--- src/rtl/hsv_adjust_if.sv ---
// Pixel stream bundle: syncs, data enable and one HSV triple.
// The DUT receives on the slave modport and produces on the master modport.
interface hsv_adjust_if;
  logic       vs;
  logic       hs;
  logic       de;
  logic [8:0] h;
  logic [8:0] s;
  logic [7:0] v;

  modport master (output vs, hs, de, h, s, v);
  modport slave  (input  vs, hs, de, h, s, v);
endinterface

--- src/rtl/hsv_adjust.sv ---
// Three-stage hue rotate / saturation and value gain stage with frame-aligned,
// double-buffered configuration and matched sync delays.
module hsv_adjust #(
  parameter int GAIN_FRAC = 7,
  parameter int HUE_MAX   = 360
) (
  input  logic          clk,
  input  logic          reset,
  hsv_adjust_if.slave   px_in,
  hsv_adjust_if.master  px_out,
  input  logic [8:0]    cfg_hue_offset,
  input  logic [7:0]    cfg_sat_gain,
  input  logic [7:0]    cfg_val_gain,
  input  logic          cfg_bypass,
  input  logic          cfg_update,
  output logic          cfg_pending
);

  localparam logic [7:0]  GAIN_ONE = 8'(1 << GAIN_FRAC);
  localparam logic [16:0] ROUND_HALF = 17'(1 << (GAIN_FRAC - 1));

  function automatic logic [7:0] scale_round(input logic [15:0] p);
    logic [16:0] r;
    r = ({1'b0, p} + ROUND_HALF) >> GAIN_FRAC;
    return (r > 17'd255) ? 8'hFF : r[7:0];
  endfunction

  // Configuration: staged on host strobe, promoted to active on vs rising edge
  logic       vs_prev_reg;
  logic       frame_start;
  logic [8:0] cfg_off_clean;
  logic [8:0] staged_off_reg, act_off_reg;
  logic [7:0] staged_sat_reg, act_sat_reg;
  logic [7:0] staged_val_reg, act_val_reg;
  logic       staged_byp_reg, act_byp_reg;

  assign frame_start   = px_in.vs & ~vs_prev_reg;
  assign cfg_off_clean = (cfg_hue_offset >= 9'(HUE_MAX)) ? 9'd0 : cfg_hue_offset;

  always_ff @(posedge clk) begin
    if (reset) begin
      vs_prev_reg    <= 1'b0;
      cfg_pending    <= 1'b0;
      staged_off_reg <= '0;
      staged_sat_reg <= '0;
      staged_val_reg <= '0;
      staged_byp_reg <= 1'b0;
      act_off_reg    <= '0;
      act_sat_reg    <= GAIN_ONE;
      act_val_reg    <= GAIN_ONE;
      act_byp_reg    <= 1'b0;
    end else begin
      vs_prev_reg <= px_in.vs;
      if (frame_start) begin
        cfg_pending <= 1'b0;
        if (cfg_update) begin
          act_off_reg <= cfg_off_clean;
          act_sat_reg <= cfg_sat_gain;
          act_val_reg <= cfg_val_gain;
          act_byp_reg <= cfg_bypass;
        end else if (cfg_pending) begin
          act_off_reg <= staged_off_reg;
          act_sat_reg <= staged_sat_reg;
          act_val_reg <= staged_val_reg;
          act_byp_reg <= staged_byp_reg;
        end
      end else if (cfg_update) begin
        staged_off_reg <= cfg_off_clean;
        staged_sat_reg <= cfg_sat_gain;
        staged_val_reg <= cfg_val_gain;
        staged_byp_reg <= cfg_bypass;
        cfg_pending    <= 1'b1;
      end
    end
  end

  // Datapath; bypass travels with each pixel so a config swap never splits one
  logic [8:0]  h_clean;
  logic        unused_s8;
  logic [9:0]  s1_hsum_reg;
  logic [15:0] s1_sp_reg, s1_vp_reg;
  logic        s1_byp_reg, s2_byp_reg;
  logic [8:0]  s1_raw_h_reg, s2_raw_h_reg;
  logic [7:0]  s1_raw_s_reg, s2_raw_s_reg;
  logic [7:0]  s1_raw_v_reg, s2_raw_v_reg;
  logic [8:0]  s2_h_reg;
  logic [7:0]  s2_s_reg, s2_v_reg;
  logic [2:0]  vs_d_reg, hs_d_reg, de_d_reg;

  assign h_clean   = (px_in.h >= 9'(HUE_MAX)) ? 9'd0 : px_in.h;
  assign unused_s8 = px_in.s[8];

  always_ff @(posedge clk) begin
    if (reset) begin
      s1_hsum_reg  <= '0;
      s1_sp_reg    <= '0;
      s1_vp_reg    <= '0;
      s1_byp_reg   <= 1'b0;
      s1_raw_h_reg <= '0;
      s1_raw_s_reg <= '0;
      s1_raw_v_reg <= '0;
      s2_h_reg     <= '0;
      s2_s_reg     <= '0;
      s2_v_reg     <= '0;
      s2_byp_reg   <= 1'b0;
      s2_raw_h_reg <= '0;
      s2_raw_s_reg <= '0;
      s2_raw_v_reg <= '0;
      px_out.h     <= '0;
      px_out.s     <= '0;
      px_out.v     <= '0;
      vs_d_reg     <= '0;
      hs_d_reg     <= '0;
      de_d_reg     <= '0;
    end else begin
      s1_hsum_reg  <= {1'b0, h_clean} + {1'b0, act_off_reg};
      s1_sp_reg    <= 16'(px_in.s[7:0]) * 16'(act_sat_reg);
      s1_vp_reg    <= 16'(px_in.v) * 16'(act_val_reg);
      s1_byp_reg   <= act_byp_reg;
      s1_raw_h_reg <= h_clean;
      s1_raw_s_reg <= px_in.s[7:0];
      s1_raw_v_reg <= px_in.v;

      s2_h_reg     <= (s1_hsum_reg >= 10'(HUE_MAX)) ? 9'(s1_hsum_reg - 10'(HUE_MAX))
                                                    : s1_hsum_reg[8:0];
      s2_s_reg     <= scale_round(s1_sp_reg);
      s2_v_reg     <= scale_round(s1_vp_reg);
      s2_byp_reg   <= s1_byp_reg;
      s2_raw_h_reg <= s1_raw_h_reg;
      s2_raw_s_reg <= s1_raw_s_reg;
      s2_raw_v_reg <= s1_raw_v_reg;

      px_out.h     <= s2_byp_reg ? s2_raw_h_reg : s2_h_reg;
      px_out.s     <= {1'b0, (s2_byp_reg ? s2_raw_s_reg : s2_s_reg)};
      px_out.v     <= s2_byp_reg ? s2_raw_v_reg : s2_v_reg;

      vs_d_reg     <= {vs_d_reg[1:0], px_in.vs};
      hs_d_reg     <= {hs_d_reg[1:0], px_in.hs};
      de_d_reg     <= {de_d_reg[1:0], px_in.de};
    end
  end

  assign px_out.vs = vs_d_reg[2];
  assign px_out.hs = hs_d_reg[2];
  assign px_out.de = de_d_reg[2];

endmodule

--- src/flat_wrapper.sv ---
// flat-port wrapper written by rule: the top's interface ports become plain ports
module hsv_adjust_flat 
#(
  parameter int GAIN_FRAC = 7,
  parameter int HUE_MAX   = 360
)
  (clk, reset, cfg_hue_offset, cfg_sat_gain, cfg_val_gain, cfg_bypass, cfg_update, cfg_pending, px_in_vs, px_in_hs, px_in_de, px_in_h, px_in_s, px_in_v, px_out_vs, px_out_hs, px_out_de, px_out_h, px_out_s, px_out_v);
  hsv_adjust_if px_in_i ();
  hsv_adjust_if px_out_i ();
  input  logic clk;
  input  logic reset;
  input  logic [8:0] cfg_hue_offset;
  input  logic [7:0] cfg_sat_gain;
  input  logic [7:0] cfg_val_gain;
  input  logic cfg_bypass;
  input  logic cfg_update;
  output logic cfg_pending;
  input wire logic [$bits(px_in_i.vs)-1:0] px_in_vs;
  input wire logic [$bits(px_in_i.hs)-1:0] px_in_hs;
  input wire logic [$bits(px_in_i.de)-1:0] px_in_de;
  input wire logic [$bits(px_in_i.h)-1:0] px_in_h;
  input wire logic [$bits(px_in_i.s)-1:0] px_in_s;
  input wire logic [$bits(px_in_i.v)-1:0] px_in_v;
  output wire logic [$bits(px_out_i.vs)-1:0] px_out_vs;
  output wire logic [$bits(px_out_i.hs)-1:0] px_out_hs;
  output wire logic [$bits(px_out_i.de)-1:0] px_out_de;
  output wire logic [$bits(px_out_i.h)-1:0] px_out_h;
  output wire logic [$bits(px_out_i.s)-1:0] px_out_s;
  output wire logic [$bits(px_out_i.v)-1:0] px_out_v;
  assign px_in_i.vs = px_in_vs;
  assign px_in_i.hs = px_in_hs;
  assign px_in_i.de = px_in_de;
  assign px_in_i.h = px_in_h;
  assign px_in_i.s = px_in_s;
  assign px_in_i.v = px_in_v;
  assign px_out_vs = px_out_i.vs;
  assign px_out_hs = px_out_i.hs;
  assign px_out_de = px_out_i.de;
  assign px_out_h = px_out_i.h;
  assign px_out_s = px_out_i.s;
  assign px_out_v = px_out_i.v;
  hsv_adjust #(.GAIN_FRAC(GAIN_FRAC), .HUE_MAX(HUE_MAX)) u_core (.clk(clk), .reset(reset), .px_in(px_in_i), .px_out(px_out_i), .cfg_hue_offset(cfg_hue_offset), .cfg_sat_gain(cfg_sat_gain), .cfg_val_gain(cfg_val_gain), .cfg_bypass(cfg_bypass), .cfg_update(cfg_update), .cfg_pending(cfg_pending));
endmodule
--- config.mk ---
export PLATFORM = sky130hd
export DESIGN_NAME = hsv_adjust_flat
export DESIGN_NICKNAME = d
export VERILOG_FILES = /design/src/rtl/hsv_adjust_if.sv /design/src/rtl/hsv_adjust.sv /design/src/flat_wrapper.sv
export SDC_FILE = /design/constraint.sdc
export NUM_CORES = 1
export LEC_CHECK = 0
export CELL_PAD_IN_SITES_DETAIL_PLACEMENT = 2
export CELL_PAD_IN_SITES_GLOBAL_PLACEMENT = 2
export CORE_ASPECT_RATIO = 1.5
export CORE_UTILIZATION = 37
export DETAILED_ROUTE_END_ITERATION = 16
export PLACE_DENSITY = 0.78
export SETUP_SLACK_MARGIN = 0.5
export SYNTH_ARGS = -nofsm -noshare
export SYNTH_HDL_FRONTEND = slang
export SYNTH_SLANG_ARGS = --single-unit
--- constraint.sdc ---
create_clock -name clk -period 6.3 [get_ports clk]
set_clock_uncertainty 0.2 [all_clocks]
set_input_delay 1.26 -clock clk [delete_from_list [all_inputs] [get_ports clk]]
set_output_delay 1.26 -clock clk [all_outputs]
set_load 0.005 [all_outputs]
==> results.md <==
* Status: complete, no violations
* Synth Register Bits at 194
* Die width at 142 µm
* Routed WL at 28100 µm
* Root Buffer: clkbuf_16
* Clock sinks at 194
* Fmax achieved at 176 MHz
* Largest net degree at the start of global routing at 104
* Sw Ratio at 0.324
* Post-synth EDFFs at 0
* Sw power at 1110 µW
* Synth Area in Adders at 0.220
* Largest fanout on the critical path at 6
* Worst Hold Slack at 0.238 ns
* Setup TNS at 0 ns
* Area after DPL at 12300 µm²
* Ports at 88
* VDD IR max at 197 µV
* RSZ-0062 raised after global routing: false
* Max-slew headroom at 0.333
* Post-Syn Instances at 1169
* Die area at 30200 µm²
* Die Span Y at 212 µm
* DR vias/cell at 5.02
* Register area at 3880 µm²
* Initial Utilization at 0.378
* Final period util at 0.901
* Critical Path AT at 5.83 ns
* Post-synthesis sequential area ratio at 0.356
* Area of the multi-input gates at 6470 µm²
* Rows at 76
* Synth async-reset ratio at 0
* Final Util at 0.448
* Synth Area in Simple Gates at 0.205
* H-tree depth at 4
* Pint at 2320 µW
* CTS tree: yes
* Slew @ Worst Pin at 0.999 ns
* CORE AREA at 28800 µm²
* Synth Flop Type: dfxtp_1
* IO Port Bufs at 85
* Total power at 3430 µW
* Hold crit path type: flop to flop
* Xor/xnor cell area share of the yosys netlist at 0.0249
* Mapped cell area at 10900 µm²
* Area grow syn2layout at 18.4%
* CTS Buffer Depth at 2
* Clock-pin slew on the worst setup and hold paths at 0.08 ns
* Min Clock Period, post-route at 5.68 ns
* Later-pin clock latency in the skew report at 0.45 ns
* CTS Buf Count at 17
* Initial antenna violation count at 0
* Final nets at 1462
* Syn Nets at 1376
* GRT Total Usage at 0.205
* Mux share of post-synthesis cell area at 0.0487
* Yosys warns at 0
* Startpoint Class: input port
* Critical Setup Path Class: input port to flop
* Setup crit end kind: flop
* Drt pass-1 iters at 4
* Placer congestion estimate at 0.757
* Fraction of layout instances using a drive strength above 1 at 0.0599
* Routed vias at 8317
* Grt ovf at 0
* Design area at 12900 µm²
* Slew Viols, Final at 0
* DRC at 0
* Final hold violations at 0
* First-pass GRT wire length at 47900 µm
* Antenna Cells at 0
* Reg power frac at 0.419
* Setup Viol. Count Final at 0
* Clk network pwr share at 0.326
* Number of global-route vias before repair at 9547
* Compound-Gate Fraction of Synth Area at 0.0921
* Comb power frac at 0.256
* Pwr Density at 266 nW/µm²
* Worst Path Required at 6.45 ns
* Largest family of logic cells by synthesized area: adder cells
* Unique masters post-synth at 57
* HPWL after detailed placement at 21000 µm
* Remaining antenna violation count at 0
* Detailed-route wire length per cell at 16.9 µm
* Avg Inst Size Synth at 9.32 µm²
* Max capacitance violation total at 0
* Post-CTS Setup Bufs at 0
* Leakage at 0.00566 µW
* DR iter-0 viols at 183
* Filler cells at 3086
==> repair_timing <==
item,4_1_cts,5_1_grt
hold buffers,0,0
setup endpoints to repair,2,8
endpoints found under the hold margin,0,0
resized for setup,2,11
==> per-stage QoR <==
step	instances	setup WS (ns)
after floorplan	1169	0.973
after global placement	1626	0.168
after detailed placement	1626	0.0425
after CTS	1658	0.537
after global routing	1658	0.451
final	1658	0.622
==> path summary, 6_finish.rpt <==
| check | from | to | slack (ns) | cells past startpoint |
|---|---|---|---|---|
| worst max-delay path | px_in_s[0] | u_core.s1_sp_reg[13] | 0.62 | 15 |
| worst min register to register | u_core.s1_hsum_reg[2] | u_core.s2_h_reg[2] | 0.24 | 1 |
| worst max register to register | u_core.act_sat_reg[7] | u_core.s1_sp_reg[13] | 1.43 | 14 |
| worst min-delay path | u_core.s1_hsum_reg[2] | u_core.s2_h_reg[2] | 0.24 | 1 |
==> cell usage after synthesis (7+ instances only) <==
cell type	instances	area, µm²
o21ai_0	16	80.1
nand2_1	89	334
a21oi_1	63	315
a211oi_1	24	180
and2_1	110	688
nand3_1	22	110
nor2_1	99	372
xor2_1	14	123
inv_1	108	405
nor3_1	14	70.1
nand4_1	7	43.8
fa_1	71	1420
clkbuf_1	32	120
ha_1	78	976
mux2i_1	46	460
dfxtp_1	194	3880
xnor2_1	17	149
nor2b_1	70	438
a21o_1	9	67.6
==> cell usage in the layout, fill, tap and decap left out, types with 6 or more instances in the layout <==
cell type,Yosys,final
ha_1,78,77
nand3_1,22,22
dlymetal6s2s_1,0,7
fa_1,71,71
buf_4,1,24
a21o_1,9,9
mux2i_1,46,46
xnor2_1,17,17
inv_1,108,108
a21oi_1,63,62
xor2_1,14,14
a31oi_1,6,6
dfxtp_1,194,194
clkbuf_16,0,17
nor2_1,99,98
nand2b_1,6,6
clkdlybuf4s50_1,0,76
nor2b_1,70,70
nand2_1,89,89
nand4_1,7,7
and2_1,110,110
o21ai_0,16,16
a211oi_1,24,24
nor3_1,14,14
==> cell type report <==
type,instances,share of cell area
flip-flops and latches,194,0.301
repair buffers,109,0.0812
clock inverters,15,0.0146
clock buffers,17,0.0330
inverters,109,0.0317
well taps,390,0.0378
multi-input cells,824,0.501
==> power groups by stage <==
stage	combinational, µW	sequential [µW]	clock (µW)
detailed placement	873	1470	0
global route	1010	1450	1200
global placement	830	1460	0
finish	877	1440	1120
floorplan	596	1430	0
CTS	894	1440	1160
==> logic make-up (layout without fill, tap and decap cells) <==
group,count (synthesis),after routing
buffers and inverters,151,250
xor gates and xnor gates,31,31
AOI/OAI and AO/OA,155,155
muxes,52,52
adders and majority gates,149,149
other,1,1
DFF,194,194
and+or+nand+nor,436,436
==> critical path: stages <==
cell and delay (ns):
clkdlybuf4s50_1 0.54, nand2_1 0.12, fa_1 0.56, fa_1 0.56, inv_1 0.06, fa_1 0.54
inv_1 0.06, fa_1 0.55, inv_1 0.06, ha_1 0.37, nand4_1 0.24, a21oi_4 0.26
a211oi_1 0.12, o21bai_1 0.18, mux2_2 0.35
==> per-layer routing <==
metal / vias up / wire length, µm / global-route usage
li1: 3992 / - / -
met1: 4192 / 11600 / 0.227
met2: 103 / 15400 / 0.390
met3: 30 / 554 / 0.0347
met4: 0 / 532 / 0.0656
met5: - / 0 / 0
(Power assumes the default switching activity.)
